[src/rtl/param_regfile.sv]
// param_regfile: parametrised multi-port register file with optional bypass and hardwired-zero R0
module dff #(
    parameter int W = 1
) (
    input  logic         clk,
    input  logic         rst,
    input  logic         en,
    input  logic [W-1:0] d,
    output logic [W-1:0] q
);
    always_ff @(posedge clk) begin
        if (rst) q <= '0;
        else q <= en ? d : q;
    end
endmodule

module param_regfile #(
    parameter int WIDTH    = 16,
    parameter int NUM_REGS = 8,
    parameter int ADDR_W   = 3,
    parameter int NUM_RD   = 2,
    parameter int BYPASS   = 1,
    parameter int ZERO_R0  = 0
) (
    input  logic                     clk,
    input  logic                     rst,
    input  logic                     wr_en,
    input  logic [ADDR_W-1:0]        wr_addr,
    input  logic [WIDTH-1:0]         wr_data,
    input  logic [NUM_RD*ADDR_W-1:0] rd_addr,
    output logic [NUM_RD*WIDTH-1:0]  rd_data,
    output logic                     err
);
    localparam int DEPTH = 2 ** ADDR_W;
    localparam logic [ADDR_W:0] NR = (ADDR_W + 1)'(NUM_REGS);
    logic [WIDTH-1:0] regs [DEPTH];
    logic in_range, writable, err_d;
    assign in_range = {1'b0, wr_addr} < NR;
    assign writable = wr_en && !rst && in_range && !(ZERO_R0 != 0 && wr_addr == '0);
    assign err_d    = wr_en && !rst && !in_range;
    dff #(.W(1)) u_err (.clk(clk), .rst(rst), .en(1'b1), .d(err_d), .q(err));
    // Unimplemented and hardwired-zero slots read as constant 0, so reads need no range check
    for (genvar r = 0; r < DEPTH; r++) begin : g_reg
        if (r < NUM_REGS && !(ZERO_R0 != 0 && r == 0)) begin : g_ff
            dff #(.W(WIDTH)) u_ff (
                .clk(clk),
                .rst(rst),
                .en(writable && wr_addr == ADDR_W'(r)),
                .d(wr_data),
                .q(regs[r])
            );
        end else begin : g_zero
            assign regs[r] = '0;
        end
    end
    for (genvar i = 0; i < NUM_RD; i++) begin : g_rd
        logic [ADDR_W-1:0] ra;
        assign ra = rd_addr[i*ADDR_W +: ADDR_W];
        assign rd_data[i*WIDTH +: WIDTH] = (BYPASS != 0 && writable && ra == wr_addr) ? wr_data : regs[ra];
    end
endmodule

[config.mk]
export PLATFORM = sky130hd
export DESIGN_NAME = param_regfile
export DESIGN_NICKNAME = d
export VERILOG_FILES = /design/src/rtl/param_regfile.sv
export SDC_FILE = /design/constraint.sdc
export NUM_CORES = 1
export LEC_CHECK = 0
export CORE_UTILIZATION = 45
export CTS_CLUSTER_DIAMETER = 200
export CTS_CLUSTER_SIZE = 20
export DETAILED_ROUTE_END_ITERATION = 10
export SETUP_SLACK_MARGIN = 0.4
export SYNTH_ARGS = -nofsm -noshare
export SYNTH_HDL_FRONTEND = slang
export SYNTH_SLANG_ARGS = --single-unit
[constraint.sdc]
create_clock -name clk -period 4.1 [get_ports clk]
set_input_delay 0.41 -clock clk [delete_from_list [all_inputs] [get_ports clk]]
set_output_delay 0.41 -clock clk [all_outputs]
set_load 0.02 [all_outputs]
# Word level (Yosys, flattened, before mapping)
# Index checks and enable logic that the tools add are counted.
op_classes:
  n_bitwise: 2
  n_reduce_logical: 13
  order_cmp: 2
  n_eq_ne: 9
  n_mux: 8
op_table:
  columns: ["operator", "count"]
  rows:
  - ["16-bit binary-select mux with 3-bit select", 2]
  - ["16-bit two-way mux", 6]
  - ["3-bit == test, second input constant", 4]
  - ["1-bit logical AND", 11]
  - ["4-bit >= comparator, second input constant", 2]
  - ["3-bit NOT with 4-bit output", 2]
  - ["3-bit by 2-bit == test with 1-bit output, second input constant", 2]
  - ["3-bit == test", 2]
  - ["3-bit by 1-bit == test with 1-bit output, second input constant", 1]
  - ["3-bit zero test", 1]
  - ["1-bit zero test", 1]
totals:
  ff_bits: 128
  in_bits: 28
  output_inout_bits: 33
  wordCells: 42

# Logic depth before layout (Yosys ltp)
logic_depth:
  word_depth: 5
  mapped_depth: 6
  mapped_depth_nobuf: 3

# Modules after synthesis
# From an unflattened synthesis, not the netlist that was laid out.
unflattened:
  cells_unflattened: 595
  area_unflattened_um2: 7425.9
by_module_without_submodules:
  columns: ["module", "instances", "cells_each", "seq_area_each_um2", "area_per_inst_um2"]
  rows:
  - ["dff (g_reg[0].g_ff.u_ff ...)", 8, 52, 320.3, 580.6]
  - ["param_regfile", 1, 176, 0.0, 2747.6]
  - ["dff (u_err)", 1, 3, 20.0, 33.8]

# Worst setup path after synthesis
# OpenSTA, ideal clock, no wires.
synth_timing:
  kind: "input-to-output"
  start: "in rd_addr[3]"
  end: "out rd_data[30]"
  required_time_ns: 3.690
  stages: 6
  path_slack_ns: 1.854
  t_arrival_ns: 1.836
  path_buffers: 3
  path_cell_list: "buf_6 buf_6 clkbuf_1 mux4_2 mux2_2 mux2_4"
synth_between:
  elab_chain_len: 5
  word_cells_on_any_way: 7
  classes_between: "1 x eq/ne; 4 x mux; 1 x bitwise; 1 x reduce/logical"
synth_lines:
  columns: ["item", "line", "source"]
  rows:
  - ["start: declaration", "30", "input logic [NUM_RD*ADDR_W-1:0] rd_addr,"]
  - ["3-bit NOT with 4-bit output (not written as such)", "59", "assign rd_data[i*WIDTH +: WIDTH] = (BYPASS != 0 && writable && ra == wr_addr) ? wr_data : regs[ra];"]
  - ["16-bit binary-select mux with 3-bit select", "59", null]
  - ["16-bit two-way mux (not written as such) (2 in a row)", "59", null]
  - ["16-bit two-way mux (*)", "59", null]
  - ["end: declaration", "31", "output logic [NUM_RD*WIDTH-1:0] rd_data,"]
# Mark *: on every way between the ends. The rest lies on a longest branch, timed or not. The select of a mux whose other input is x is not followed.

# Final worst setup path
layout_timing:
  start: "in rd_addr[5]"
  end: "out rd_data[16]"
# The elaborated chain is that of the path after synthesis.

==> flow_metrics.py <==
metrics = {
    "synth": {
        "yosys.area_share.simple": 0.09667,
        "synth_area_per_cell_sq_um": 9.875,
        "yosysTopAreaCellShare": 0.3361,
        "synth_top_area_cell": "dfxtp_1",
        "synthFlopType": "dfxtp_1",
        "synthXorXnorAreaFrac": 0.006893,
        "syn-num-nets": 800,
        "ys_warn_count": 0,
        "syn-instance-count": 772,
        "ys_async_sr_fraction": 0,
        "syn_area_sq_mm": 0.007624,
        "synth_commonest_cells": "a21oi_1 (128), dfxtp_1 (128), nand3_1 (128), o21ai_0 (128), clkbuf_1 (82)",
        "synth.area.mux_share": 0.3195,
        "seq_area_frac_synth": 0.3361,
        "synth_edf_count": 0,
        "synth_compound_area_frac": 0.1681,
        "synth_top_family_by_area": "multiplexers",
        "yosys-top-cells-area": "dfxtp_1 (34%), mux4_1 (18%), a21oi_1 (8.4%), nand3_1 (8.4%), o21ai_0 (8.4%)",
        "synth_adder_area_share": 0,
        "ys_ff_latch": 128,
        "synth.distinct_cells": 27,
    },
    "die": {
        "core_area_sq_mm": 0.01658,
        "die_x_um": 132.2,
        "rows": 47,
        "ioPinCount": 61,
        "die-area_sq_mm": 0.01747,
        "fp.dieH_um": 132.2,
        "initial_core_util": 0.4597,
    },
    "timing": {
        "slew-limit-headroom": 0.1338,
        "finalCritPeriodShare": 0.7671,
        "setup_violations": 0,
        "tightest_slew_ps": 1299,
        "rsz0062_at_grt": "false",
        "final_max_slew_viol_count": 0,
        "finalHoldViolCount": 0,
        "period_minus_slack_ps": 3145,
        "timing.hold.ws_ps": 484.1,
        "skew_ps": 0,
        "fin_setup_tns_ps": 0,
        "clock.fmax_mhz": 318.0,
    },
    "worst_setup_path": {
        "crit_type": "input pin to primary output",
        "worstPathRequired_ps": 3690,
        "critPathLaunchType": "input pin",
        "worstPathArrival_ps": 2730,
        "critPathMaxFanout": 11,
        "critPathCaptureType": "primary output",
    },
    "clocking": {
        "numCtsBuffers": 17,
        "clk_latency_ps": 410,
        "cts_root_buf": "clkbuf_16",
        "cts.sink_count": 128,
        "ctsResizeCount": 0,
        "post_cts_buffers": 0,
        "clockBufferDepth": 2,
        "cts_tree": "done",
        "cts.reportedPaths.clkPinSlew_ps": 50,
        "hold_buffers": 0,
        "h-tree-depth": 4,
    },
    "finish": {
        "n_antenna_cell": 0,
        "largest_reg_flops": 128,
        "largest_register": "g.g_ff.u_ff.q",
        "largestRegisters": "g.g_ff.u_ff.q x128",
        "area_growth_pct": 14.46,
        "final_util": 0.5262,
        "layout-drive-gt1-share": 0.1830,
        "final_cell_area_sq_mm": 0.008726,
        "fill_cells": 1471,
        "nets": 791,
    },
    "job": {
        "cap_viol_max_count": 0,
    },
    "pwr": {
        "p_int_w": 0.002285,
        "power.net_switching_w": 0.0007899,
        "clkPwrFrac": 0.469,
        "powerDensity_mw_per_mm2": 352.4,
        "ir_worst_vdd_mv": 0.2915,
        "combPwrFrac": 0.118,
        "netSwitchingFraction": 0.2569,
        "seqPwrFrac": 0.413,
        "leakagePower_nw": 3.206,
    },
    "global_route": {
        "grt_pass1_vias": 6555,
        "grt_start_max_net_pins": 81,
        "grt-ovfl-total": 0,
        "antenna_found_initial": 0,
        "grt_use_total": 0.2807,
        "grt_pass1_wl_um": 37340,
    },
    "place": {
        "hpwl_um": 13460,
        "placed_cell_area_sq_mm": 0.008172,
        "gp_congestion": 0.7769,
        "numPortBuffers": 59,
    },
    "route": {
        "drt-pass1-iter-count": 5,
        "drt_wl_total_um": 23660,
        "routed_via_density": 6.588,
        "vias": 6562,
        "first_iter_violations": 697,
        "postRouteAntennaNets": 0,
        "wl_per_cell_um": 23.75,
        "drc": 0,
    },
    "hold_path": {
        "hold_path_class": "flop to flop",
    },
    "status": {
        "status": "completed",
    },
}
## power by group through the flow
stage          clock network (W)  registers (W)  logic, W
2_1_floorplan                  0        0.00129  0.000239
3_3_place_gp                   0        0.00130  0.000355
3_5_place_dp                   0        0.00130  0.000359
4_1_cts                  0.00146        0.00127  0.000360
5_1_grt                  0.00152        0.00127  0.000380
6_report                 0.00144        0.00127  0.000363
## path summary, 6_finish.rpt
kind / start / slack [ps] / endpoint / depth (start not counted)
worst min register to register: g_reg[0].g_ff.u_ff.q[3] / 480 / g_reg[0].g_ff.u_ff.q[3] / 2
worst max register to register: g_reg[1].g_ff.u_ff.q[13] / 3380 / g_reg[1].g_ff.u_ff.q[13] / 2
worst min-delay path: g_reg[0].g_ff.u_ff.q[3] / 480 / g_reg[0].g_ff.u_ff.q[3] / 2
worst max-delay path: rd_addr[5] / 960 / rd_data[16] / 5
## worst max-delay path, stage by stage
cell             delay [ps]
clkdlybuf4s50_1         770
buf_4                   350
mux2_2                  370
mux2_2                  270
clkdlybuf4s50_1         560
## per-layer routing
layer  track usage  up-vias  wire, um
met3       0.05690       36      1646
met4       0.09109        0       380
met5             0        -         0
li1              -     2916         -
met1        0.3703     3281     10170
met2        0.4606      329     11460
## cell usage in the layout (no fill, tap or decap), drive strengths merged
master and n:
nor2 1, nor3b 1, nand3 128, nand3b 1
dfxtp 128, bufinv 1, clkdlybuf4s50 54, clkinv 5
conb 1, buf 28, a21oi 128, or2 1
mux2 64, and2 1, and3b 1, nor2b 3
or3b 1, xnor2 6, nand2b 2, nand2 1
o21ai 128, nand4 2, mux4 64, clkbuf 26
## per-stage QoR
stage	instances	power, W	worst slack [ps]
floorplan	772	0.001532	1854
global placement	964	0.001650	998.9
detailed placement	964	0.001655	967.3
CTS	996	0.003087	970.5
global route	996	0.003170	879.6
finish	996	0.003075	955.1
## area by class of cell
type                            instances  area, sq um  area share
Multi-Input combinational cell        534         4531      0.5192
Sequential cell                       128         2562      0.2937
Timing Repair Buffer                   82        803.3     0.09206
Clock buffer                           26        499.2     0.05721
Tap cell                              220        275.3     0.03155
Clock inverter                          6        55.05    0.006309
## cells by family (layout without fill, tap and decap cells)
kind of cell,count (synthesis),after routing
xor gates and xnor gates,6,6
muxes,128,128
AOI/OAI and AO/OA,256,256
other,1,1
buffers and inverters,110,114
and+or+nand+nor,143,143
DFF,128,128
Note: power is estimated with default switching activity, not from simulation.
==> RTL edit 1: new RTL, same settings <==
Make the reset (`rst`) asynchronous in one clocked block.
--- a/src/rtl/param_regfile.sv
+++ b/src/rtl/param_regfile.sv
@@ -10,3 +10,3 @@
 );
-    always_ff @(posedge clk) begin
+    always_ff @(posedge clk or posedge rst) begin
         if (rst) q <= '0;
Check against the original RTL: differs if rst is asserted again (counterexample within 4 cycles, from zero or initial values and one cycle with rst high); with rst held inactive, the same outputs for 4 cycles.
==> RTL edit 1 against the unedited design <==
Sequential cell count did not move; synthesized cell count is 41% lower; global-route usage down 6.5 points; largest cell class unchanged; critical path type unchanged; design area rose by 2.6%; wire length is 27% lower; area after synthesis down 1.1%; setup slack improved by 7.0 ps.
Power is not compared: it rests on default switching activity, and its combinational part moved more than twofold at a synthesized area within 25%.
==> RTL edit 1: results (changes against the unedited design) <==
| Metric | Value |
|---|---|
| Post-synthesis xor/xnor area fraction | `0.697% (+0.0078 points)` |
| Worst min-delay path class | `input port to asynchronous set/reset pin` |
| Synth Warn # | `0 (unchanged)` |
| Layout net count | `536 (-32%)` |
| Post-synth EDFFs | `0 (unchanged)` |
| Non-clock inverters | `1 (+1)` |
| Status | `finished, final reports clean` |
| Setup WS pre-CTS | `960 ps (-7.69 ps)` |
| Syn nets | `486 (-39%)` |
| TritonCTS Buffers | `17 (unchanged)` |
| GR Util All Layers | `21.6% (-6.5 points)` |
| WL per Instance | `23.5 um (-1.3%)` |
| Sequential portion of the cell area | `35.8% (+6.4 points)` |
| Via density per instance | `5.84 (-11%)` |
| Vias in the first global route | `4669 (-29%)` |
| Max clock buf depth | `2 (unchanged)` |
| Compound-Gate Fraction of Synth Area | `0% (-17 points)` |
| Estimated wirelength of the detail-placed design | `11.0 mm (-18%)` |
| Detailed Routing Iterations Pass 1 | `6 (+1)` |
| Async set-reset flop share out of synthesis | `100% (+100 points)` |
| CP max FO | `21 (+10)` |
| Final-layout non-clock buffer area share | `8.86% (-0.34 points)` |
| Leak | `3.85 nW` |
| Measured slew at the worst slew-check pin | `1030 ps (-265 ps)` |
| Max VDD drop | `~0.35 mV` |
| Share of cells above drive strength 1 | `52.0% (+34 points)` |
| Antenna violations before repair | `0 (unchanged)` |
| Arrival @ worst endpoint | `2730 ps (about the same)` |
| CP peak stage delay | `580 ps (-190 ps)` |
| Largest net degree at the start of global routing | `87 (+7.4%)` |
| GPL Wtd Cong | `0.740 (-4.7%)` |
| CLK BUF | `23 (-12%)` |
| Multi-input logic area | `0.00399 mm2 (-12%)` |
| Yosys cell types | `22 (-19%)` |
| Sequential area share after synthesis | `42.5% (+8.9 points)` |
| Multi-input comb cells | `278 (-48%)` |
| Placed Cells | `705 (-27%)` |
| Total Routed Length | `17.3 mm (-27%)` |
| Post-synth top cells | `mux2_2, dfrtp_1, mux4_1` |
| Diode count | `0 (unchanged)` |
| Critical-path top delay cell | `mux4_1` |
| Global-route wire length before repair | `27.6 mm (-26%)` |
| Number of DRC markers in iteration 0 | `164 (-76%)` |
| Prevailing post-synth register cell | `dfrtp_1` |
| Cell count after synthesis | `458 (-41%)` |
| Fill count | `1288 (-12%)` |
| Setup TNS | `0 ps (unchanged)` |
| Synth top area cells | `dfrtp_1, mux2_2, mux4_1` |
| Post-synthesis mux area share | `50.7% (+19 points)` |
| Clock-cell share | `7.70% (+1.4 points)` |
| Adder-cell share of the synthesized area | `0% (unchanged)` |
| Clk sinks | `128 (unchanged)` |
| Antenna violation net count after detailed routing | `0 (unchanged)` |
## RTL edit 1: power breakdown
part / switching, mW / leakage (nW) / internal, mW
Clock: 0.544 / 0.334 / 1.21
Sequential: 0.199 / 1.57 / 1.56
Combinational: 0.457 / 1.95 / 0.828
Total: 1.20 / 3.85 / 3.59
## RTL edit 1: layer usage
metal	part of all wire [%]	track usage, %	vias up
met2	51	36.6	69
met5	0	0	-
met4	1.5	6.91	0
met1	45	27.6	2313
li1	-	-	1903
met3	2.4	4.40	17
## RTL edit 1: per-stage QoR
| stage | hold WS (ps) | total power, mW | cell area, um2 |
|---|---|---|---|
| floorplan | 485 | 2.67 | 7540 |
| global placement | 494 | 3.02 | 8260 |
| detailed placement | 509 | 3.07 | 8260 |
| CTS | 521 | 4.84 | 8950 |
| global route | 530 | 5.03 | 8950 |
| finish | 507 | 4.79 | 8950 |
## RTL edit 1: path summary, 6_finish.rpt
| kind | from | to | slack (ps) | cells past startpoint |
|---|---|---|---|---|
| worst max-delay path | rd_addr[3] | rd_data[20] | 960 | 6 |
| worst min-delay path | rst | g_reg[3].g_ff.u_ff.q[9] | 510 | 2 |
| worst max register to register | g_reg[6].g_ff.u_ff.q[9] | g_reg[6].g_ff.u_ff.q[9] | 3310 | 1 |
| worst min register to register | g_reg[1].g_ff.u_ff.q[14] | g_reg[1].g_ff.u_ff.q[14] | 520 | 1 |
| max in group asynchronous | rst | g_reg[3].g_ff.u_ff.q[13] | 2750 | 3 |
| min in group clk | g_reg[1].g_ff.u_ff.q[14] | g_reg[1].g_ff.u_ff.q[14] | 520 | 1 |
==> RTL edit 2: new RTL, config.mk and constraints unchanged <==
Made on the original files. Change the parameter `BYPASS` from 1 to 0.
--- a/src/rtl/param_regfile.sv
+++ b/src/rtl/param_regfile.sv
@@ -21,3 +21,3 @@
     parameter int NUM_RD   = 2,
-    parameter int BYPASS   = 1,
+    parameter int BYPASS   = 0,
     parameter int ZERO_R0  = 0
Check against the original RTL: not equivalent (a bounded check fails within 4 cycles, from zero or initial values and one cycle with rst high).
==> RTL edit 2 against the unedited design <==
Synthesized cell count is 6.0% lower; fmax is 2.3% lower; area after synthesis is 8.3% lower; utilization is 0.10 points lower; register-to-register slack worse by 30 ps; sequential share of layout area is 2.7 points higher; setup slack worse by 75 ps; via count is 9.4% lower; first-iteration DRC count is 0.29% lower; wire length is 13% lower; total power is 6.3% lower; design area is 8.5% lower; sequential cell count stayed put; clock skew stayed put; critical path type unchanged.
==> RTL edit 2: results (changes against the unedited design) <==
| Metric | Value |
|---|---|
| Sequential area share after synthesis | `36.6% (+3.0 points)` |
| GR Util All Layers | `26.8% (-1.3 points)` |
| Yosys cell types | `24 (-11%)` |
| Vias in the first global route | `5831 (-11%)` |
| Leak | `2.73 nW (-15%)` |
| Synth top area cells | `dfxtp_1, mux4_1, mux4_2` |
| Met2 routed WL | `9.87 mm (-14%)` |
| Grt met3 use | `4.98% (-0.71 points)` |
| Largest net degree at the start of global routing | `71 (-12%)` |
| Wl on met1 | `9.09 mm (-11%)` |
| Internal | `2.17 mW (-5.1%)` |
| Post-synth top cells | `a21oi_1, dfxtp_1, nand3_1, o21ai_0, clkbuf_1` |
| Via density per instance | `6.52 (-0.98%)` |
| Avg Inst Size Synth | `9.63 um2 (-2.4%)` |
| Share of cells above drive strength 1 | `14.8% (-3.5 points)` |
| Placed Cells | `883 (-8.4%)` |
| Status | `finished, final reports clean` |
| Max VDD drop | `0.302 mV (+3.8%)` |
| Vias after detailed routing | `5943 (-9.4%)` |
| Metal3 WL | `1.37 mm (-17%)` |
| Worst r2r src | `g_reg[7].g_ff.u_ff.q[13]` |
| GPL Wtd Cong | `0.777 (about the same)` |
| Layout net count | `742 (-6.2%)` |
| Number of DRC markers in iteration 0 | `695 (-0.29%)` |
| Comb power | `0.297 mW (-18%)` |
| Clk. pwr | `1.31 mW (-9%)` |
| Hold Startpoint | `g_reg[2].g_ff.u_ff.q[0]` |
| Measured slew at the worst slew-check pin | `1210 ps (-89.5 ps)` |
[RTL edit 2: cell types whose count changed after synthesis, moves of 2 or more]
cell | unedited run | this run
mux2_4 | 22 | 0
nand4_1 | 2 | 0
mux2_2 | 42 | 32
mux4_1 | 51 | 35
xnor2_1 | 6 | 0
buf_1 | 8 | 10
buf_12 | 3 | 0
clkbuf_1 | 82 | 66
mux4_2 | 13 | 29
buf_2 | 5 | 17
[RTL edit 2: cells by family (layout without fill, tap and decap cells)]
group                  Yosys count  in the layout  synth area share [%]
AOI/OAI and AO/OA              256            256                  18.3
buffers and inverters          105            102                  7.08
DFF                            128            128                  36.6
muxes                           96             96                  27.6
other                            1              1                0.0536
and+or+nand+nor                140            140                  10.3
[RTL edit 2: cell type report]
class | count | area share (%)
Tap cell | 188 | 2.95
Sequential cell | 128 | 32.1
Clock inverter | 1 | 0.0627
Timing Repair Buffer | 74 | 9.06
Clock buffer | 27 | 6.17
Multi-Input combinational cell | 493 | 49.7
[RTL edit 2: final timing paths]
kind | slack, ps | cells past startpoint | to
min | 490 | 2 | g_reg[2].g_ff.u_ff.q[0]
max reg2reg | 3350 | 2 | g_reg[7].g_ff.u_ff.q[13]
min reg2reg | 490 | 2 | g_reg[2].g_ff.u_ff.q[0]
max | 880 | 5 | rd_data[13]
[RTL edit 2: through the flow]
stage               util [%]  worst slack, ps  power (mW)
finish                  52.5              880        2.88
global route            52.5              781        2.97
CTS                     52.5              866        2.90
detailed placement      49.2              891        1.59
global placement        49.2              913        1.58
floorplan                  -             2180        1.49
[RTL edit 2: worst max-delay path, cell delays in order]
cell and delay [ps]:
clkdlybuf4s50_1 460, buf_4 450, mux4_1 640, mux2_2 300, clkdlybuf4s50_1 540
